<file path="src/rtl/axi_lite_cmd_arbiter.sv">
// axi_lite_cmd_arbiter
// Round-robin arbiter that shares one AXI-lite master command port among
// NUM_REQ requesters and runs exactly one transaction at a time.
//
// Ports:
//   aclk, areset_n       clock, synchronous active-low reset
//   req_valid/req_write  per-requester command valid and direction (1 = write)
//   req_addr/wdata/wstrb flattened per-requester command fields
//   req_ready            one-hot command accept (combinational, IDLE only)
//   rsp_valid            one-hot one-cycle completion pulse
//   rsp_rdata, rsp_err   completion data / error, qualified by rsp_valid
//   start_read/write     one-cycle start pulse to the master
//   addr, data, wstrb    command latched at acceptance, held until the next one
//   m_done/m_rdata/m_resp master completion pulse with read data and response
//   busy, grant_id, state debug / status
module axi_lite_cmd_arbiter #(
  parameter int NUM_REQ = 2,
  parameter int ADDR_W  = 32,
  parameter int DATA_W  = 32,
  parameter int TIMEOUT = 1024
) (
  input  logic                      aclk,
  input  logic                      areset_n,
  input  logic [NUM_REQ-1:0]        req_valid,
  input  logic [NUM_REQ-1:0]        req_write,
  input  logic [NUM_REQ*ADDR_W-1:0] req_addr,
  input  logic [NUM_REQ*DATA_W-1:0] req_wdata,
  input  logic [NUM_REQ*4-1:0]      req_wstrb,
  output logic [NUM_REQ-1:0]        req_ready,
  output logic [NUM_REQ-1:0]        rsp_valid,
  output logic [DATA_W-1:0]         rsp_rdata,
  output logic                      rsp_err,
  output logic                      start_read,
  output logic                      start_write,
  output logic [ADDR_W-1:0]         addr,
  output logic [DATA_W-1:0]         data,
  output logic [3:0]                wstrb,
  input  logic                      m_done,
  input  logic [DATA_W-1:0]         m_rdata,
  input  logic [1:0]                m_resp,
  output logic                      busy,
  output logic [1:0]                grant_id,
  output logic [2:0]                state
);

  typedef enum logic [2:0] {
    IDLE  = 3'd0,
    ISSUE = 3'd1,
    WAIT  = 3'd2,
    RESP  = 3'd3,
    DRAIN = 3'd4
  } state_t;

  // Counter only has to reach TIMEOUT-1.
  localparam int CNT_W = (TIMEOUT > 1) ? $clog2(TIMEOUT) : 1;
  localparam logic [CNT_W-1:0] CNT_LAST = (TIMEOUT > 0) ? CNT_W'(TIMEOUT - 1) : '0;

  state_t              state_reg, state_next;
  logic [1:0]          rr_ptr_reg;
  logic [1:0]          grant_id_reg;
  logic                write_reg;
  logic                drain_reg;
  logic [CNT_W-1:0]    cnt_reg;
  logic [ADDR_W-1:0]   addr_reg;
  logic [DATA_W-1:0]   data_reg;
  logic [3:0]          wstrb_reg;
  logic [DATA_W-1:0]   rsp_rdata_reg;
  logic                rsp_err_reg;

  logic [3:0]          valid_pad;
  logic [2:0]          cand;
  logic [1:0]          grant_idx;
  logic                grant_found;
  logic                accept;
  logic                timeout_hit;

  // Round-robin search starting at rr_ptr; cand never exceeds 2*NUM_REQ-2,
  // so a single conditional subtract implements the wrap.
  always_comb begin
    valid_pad   = 4'(req_valid);
    grant_found = 1'b0;
    grant_idx   = rr_ptr_reg;
    cand        = '0;
    for (int k = 0; k < NUM_REQ; k++) begin
      cand = 3'(rr_ptr_reg) + 3'(k);
      if (cand >= 3'(NUM_REQ)) begin
        cand = cand - 3'(NUM_REQ);
      end
      if (!grant_found && valid_pad[cand[1:0]]) begin
        grant_found = 1'b1;
        grant_idx   = cand[1:0];
      end
    end
  end

  assign accept      = (state_reg == IDLE) && grant_found;
  assign timeout_hit = (TIMEOUT != 0) && (cnt_reg == CNT_LAST);

  generate
    for (genvar gi = 0; gi < NUM_REQ; gi++) begin : g_req
      assign req_ready[gi] = areset_n && accept && (grant_idx == 2'(gi));
      assign rsp_valid[gi] = (state_reg == RESP) && (grant_id_reg == 2'(gi));
    end
  endgenerate

  always_ff @(posedge aclk) begin
    if (!areset_n) begin
      state_reg <= IDLE;
    end else begin
      state_reg <= state_next;
    end
  end

  always_comb begin
    state_next  = state_reg;
    start_read  = 1'b0;
    start_write = 1'b0;
    case (state_reg)
      IDLE: begin
        if (accept) state_next = ISSUE;
      end
      ISSUE: begin
        start_write = write_reg;
        start_read  = !write_reg;
        state_next  = WAIT;
      end
      WAIT: begin
        // m_done wins over a coincident timeout: both leave for RESP,
        // but only the timeout sets the drain flag.
        if (m_done || timeout_hit) state_next = RESP;
      end
      RESP: begin
        state_next = drain_reg ? DRAIN : IDLE;
      end
      DRAIN: begin
        if (m_done) state_next = IDLE;
      end
      default: state_next = IDLE;
    endcase
  end

  always_ff @(posedge aclk) begin
    if (!areset_n) begin
      rr_ptr_reg    <= '0;
      grant_id_reg  <= '0;
      write_reg     <= 1'b0;
      drain_reg     <= 1'b0;
      cnt_reg       <= '0;
      addr_reg      <= '0;
      data_reg      <= '0;
      wstrb_reg     <= '0;
      rsp_rdata_reg <= '0;
      rsp_err_reg   <= 1'b0;
    end else begin
      case (state_reg)
        IDLE: begin
          if (accept) begin
            grant_id_reg <= grant_idx;
            write_reg    <= req_write[grant_idx];
            addr_reg     <= req_addr[int'(grant_idx)*ADDR_W +: ADDR_W];
            if (req_write[grant_idx]) begin
              data_reg  <= req_wdata[int'(grant_idx)*DATA_W +: DATA_W];
              wstrb_reg <= req_wstrb[int'(grant_idx)*4 +: 4];
            end else begin
              data_reg  <= '0;
              wstrb_reg <= '0;
            end
          end
        end
        ISSUE: begin
          cnt_reg <= '0;
        end
        WAIT: begin
          cnt_reg <= cnt_reg + 1'b1;
          if (m_done) begin
            rsp_rdata_reg <= write_reg ? '0 : m_rdata;
            rsp_err_reg   <= (m_resp != 2'b00);
          end else if (timeout_hit) begin
            rsp_rdata_reg <= '0;
            rsp_err_reg   <= 1'b1;
            drain_reg     <= 1'b1;
          end
        end
        RESP: begin
          if (NUM_REQ == 1) begin
            rr_ptr_reg <= '0;
          end else if (grant_id_reg == 2'(NUM_REQ - 1)) begin
            rr_ptr_reg <= '0;
          end else begin
            rr_ptr_reg <= grant_id_reg + 2'd1;
          end
        end
        DRAIN: begin
          // The late completion of the timed-out transaction is discarded.
          if (m_done) drain_reg <= 1'b0;
        end
        default: ;
      endcase
    end
  end

  assign rsp_rdata = rsp_rdata_reg;
  assign rsp_err   = rsp_err_reg;
  assign addr      = addr_reg;
  assign data      = data_reg;
  assign wstrb     = wstrb_reg;
  assign busy      = (state_reg != IDLE);
  assign grant_id  = grant_id_reg;
  assign state     = state_reg;

endmodule

</file>
<file path="config.mk">
export PLATFORM = sky130hd
export DESIGN_NAME = axi_lite_cmd_arbiter
export DESIGN_NICKNAME = d
export VERILOG_FILES = /design/src/rtl/axi_lite_cmd_arbiter.sv
export SDC_FILE = /design/constraint.sdc
export NUM_CORES = 1
export LEC_CHECK = 0
export BUFFER_PORTS_ARGS = -buffer_cell sky130_fd_sc_hd__buf_2
export CAP_MARGIN = 20
export CORE_ASPECT_RATIO = 0.9
export CORE_MARGIN = 10
export CORE_UTILIZATION = 48
export CTS_BUF_LIST = sky130_fd_sc_hd__clkbuf_8
export CTS_CLUSTER_DIAMETER = 40
export DETAILED_ROUTE_END_ITERATION = 16
export MAX_ROUTING_LAYER = met4
export PLACE_DENSITY = 0.89
export SKIP_CTS_REPAIR_TIMING = 1
export SLEW_MARGIN = 40
export SYNTH_ARGS = -nofsm -noshare
export SYNTH_HDL_FRONTEND = slang
export SYNTH_SLANG_ARGS = --single-unit
</file>
<file path="constraint.sdc">
create_clock -name aclk -period 5.55 [get_ports aclk]
set_clock_uncertainty 0.2 [all_clocks]
set_input_delay 0.2775 -clock aclk [delete_from_list [all_inputs] [get_ports aclk]]
set_output_delay 0.2775 -clock aclk [all_outputs]
set_load 0.01 [all_outputs]
</file>
==> flow_summary_export.csv <==
group,metric,value,unit
sta,tightest_slew,0.7305,ns
clock_tree,ctsHtreeMaxLevel,4,
synth,synthXorXnorAreaFrac,0.001859,
die,io_pins,290,
die,coreArea,0.009614,mm^2
critical_path,cp-end-kind,"flop",
synth,synthMuxAreaShare,0.006640,
synth,synth_edf_count,0,
critical_path,crit_cells,6,
route,drc,0,
grt,grt_usage,0.2343,
synth,async_flop_share,0,
clock_tree,clk_latency,0.44,ns
route,drt-initial-drc-count,695,
synth,syn-cell-area,0.004711,mm^2
synth,synthTopCellsByArea,"dfxtp_1, a221o_1, a22o_1, a32oi_1, nand2_1",
critical_path,rr_startpoint,"state[1]",
sta,slew_headroom,0.5112,
run_status,status,"complete, no violations",
layout,drive_above_1_share,0.3630,
grt,first_global_vias,4925,
min_path,hold_path_depth,3,
sta,finalCriticalPeriod,3.066,ns
synth,yosys-top-cells-count,"dfxtp_1, nand2_1, and3_1",
route,firstDrtPassIters,5,
synth,synth_top_area_cell,"dfxtp_1",
critical_path,crit_slowest_cell,"dlygate4sd3_1",
synth,syn-num-nets,645,
synth,synth_top_family_by_area,"compound AO/OA/AOI/OAI gates",
layout,stdcell_count,1052,
critical_path,cp.required,5.73,ns
grt,antenna_found_initial,6,
critical_path,reg2reg_depth,6,
route,vias_per_cell,5.875,
die,die_y,114.0,um
grt,grt_max_degree,71,
placed_design,hpwlAfterDp,12.87,mm
synth,ys.flop_type,"dfxtp_1",
synth,yosysMostFrequentCell,"dfxtp_1",
layout,fill_cells,461,
pwr,vdd.ir_drop.worst,0.2160,mV
clock_tree,clk_pin_slew,0.09,ns
sta,finalSetupViolations,0,
synth,synth_cell_types,47,
sta,grt_setup_unrepaired,"no",
die,die_area,0.01418,mm^2
route,postRouteAntennaNets,0,
die,num_rows,34,
sta,tns,0,ns
clock_tree,cts_buffers,17,
sta,drv_slew,0,
min_path,hp-start,"m_done",
placed_design,portBuffers,289,
route,wl,24.19,mm
critical_path,cpPeakStageDelay,0.60,ns
synth,yosysTopAreaCellShare,0.5100,
min_path,hold_path_class,"input pin to flop",
synth,synthCells,467,
synth,synthAdderAreaFrac,0.002656,
clock_tree,cts-root-buf,"clkbuf_8",
synth,ys_seq_area_frac,0.5100,
job,maxCapViolations,0,
critical_path,critPathLaunchType,"flop",
synth,synthSimpleGateAreaFrac,0.1748,
synth,ys_seq_elements,120,
clock_tree,cts_tree,"done",
synth,synth_compound_area_frac,0.2441,
critical_path,reg2reg_to,"data[15]",
route,num_vias,6181,
pwr,p_per_area,281.0,mW/mm^2
layout,nets,1085,
clock_tree,cts_sinks,120,
critical_path,arrival,3.25,ns
route,wl_per_cell,22.99,um
sta,final_hold_viol_count,0,
die,chipWidth,124.4,um
layout,final-seq-area,0.002402,mm^2
placed_design,place_congestion,0.8823,
critical_path,cp_top_family,"simple AND/OR/NAND/NOR gates",
critical_path,path_cells,"nor3_2 > and4_4 > and2_1 > buf_4 > a221o_1 > dlygate4sd3_1",
synth,syn_avg_cell_area,10.09,um^2
placed_design,dp_cells,844,
layout,multi_input_area,0.002044,mm^2
grt,grt_overflow,0,
sta,fin_crit_sh,0.5524,
clock_tree,cts_buffer_depth,2,
layout,area_growth,74.95,%
die,start_util,0.4900,
critical_path,r2r_slack,2.48,ns
min_path,min_to,"rsp_err",
critical_path,crit_type,"flop to flop",
pwr,power_leakage,4.305,nW
grt,grt_pass1_wl,26.44,mm
synth,yosysWarningCount,0,
critical_path,crit_fanout,36,
critical_path,path_buf_inv,2,
sta,max_clock_freq,0.3262,GHz
==> cells by family after synthesis <==
group                      Yosys count
AOI/OAI and AO/OA                  134
xor gates and xnor gates             1
adders and majority gates            1
buffers and inverters               50
DFF                                120
muxes                                3
and+or+nand+nor                    158
==> worst register-to-register path, delay by kind of cell (launching register included) <==
kind	cells	cell delay, ns
flip-flops	1	0.41
AND/OR/NAND/NOR	3	1.16
AO/OA/AOI/OAI	1	0.28
buffers and inverters	2	0.97
==> placed cells by master, fill, tap and decap left out, drive strengths merged, types with 2 or more instances in the layout <==
master,n
a21boi,6
a21oi,8
a221o,36
a22o,32
a32oi,32
and2,8
and3,38
and4,3
buf,295
bufinv,2
clkbuf,17
clkinv,7
dfxtp,120
diode,6
dlygate4sd3,170
inv,12
mux2i,2
nand2,71
nand2b,2
nand3,6
nand3b,3
nor2,7
nor2b,4
nor3,5
nor3b,4
o211ai,2
o21ai,7
or3,2
or3b,2
==> through the flow <==
| stage | power, W | area (um^2) | util | hold slack [ns] | setup WS, ns |
|---|---|---|---|---|---|
| floorplan | 0.001174 | 4711 | - | 0.1765 | 3.624 |
| global placement | 0.001330 | 6110 | 0.6355 | 0.2564 | 3.108 |
| detailed placement | 0.001343 | 6122 | 0.6368 | 0.2627 | 3.181 |
| CTS | 0.002142 | 6525 | 0.6787 | -0.1948 | 2.948 |
| global route | 0.002392 | 8242 | 0.8572 | 0.03141 | 2.377 |
| finish | 0.002316 | 8242 | 0.8572 | 0.02636 | 2.484 |
==> where the power goes <==
group          switching [W]  leakage (nW)  internal [W]
Clock               0.000410         0.208      0.000411
Sequential         0.0000528         0.978      0.000929
Combinational       0.000255          3.12      0.000259
==> final cells by class <==
class / count / share of cell area
inverter: 6 / 0.002733
tap: 126 / 0.01913
multi-input combinational: 297 / 0.2481
clock buffer: 17 / 0.02839
timing repair buffer: 465 / 0.3879
sequential: 120 / 0.2915
antenna: 6 / 0.001822
clock inverter: 15 / 0.02049
==> routing by layer <==
layer | track usage | up-vias | share of wire
li1 | - | 2666 | -
met2 | 0.3782 | 519 | 0.48
met3 | 0.07560 | 112 | 0.10
met5 | - | - | 0
met4 | 0.1071 | 0 | 0.056
met1 | 0.2613 | 2884 | 0.36
==> worst max path at each step <==
stage             start             to  slack [ns]
3_5_place_dp   state[1]       data[28]        3.18
5_1_grt        state[1]       data[15]        2.38
6_report       state[1]       data[15]        2.48
2_1_floorplan  state[1]       data[10]        3.62
4_1_cts        state[1]   req_ready[1]        2.95
3_3_place_gp   state[1]  rsp_rdata[22]        3.11
No activity file was read; power rests on OpenSTA's default activity.
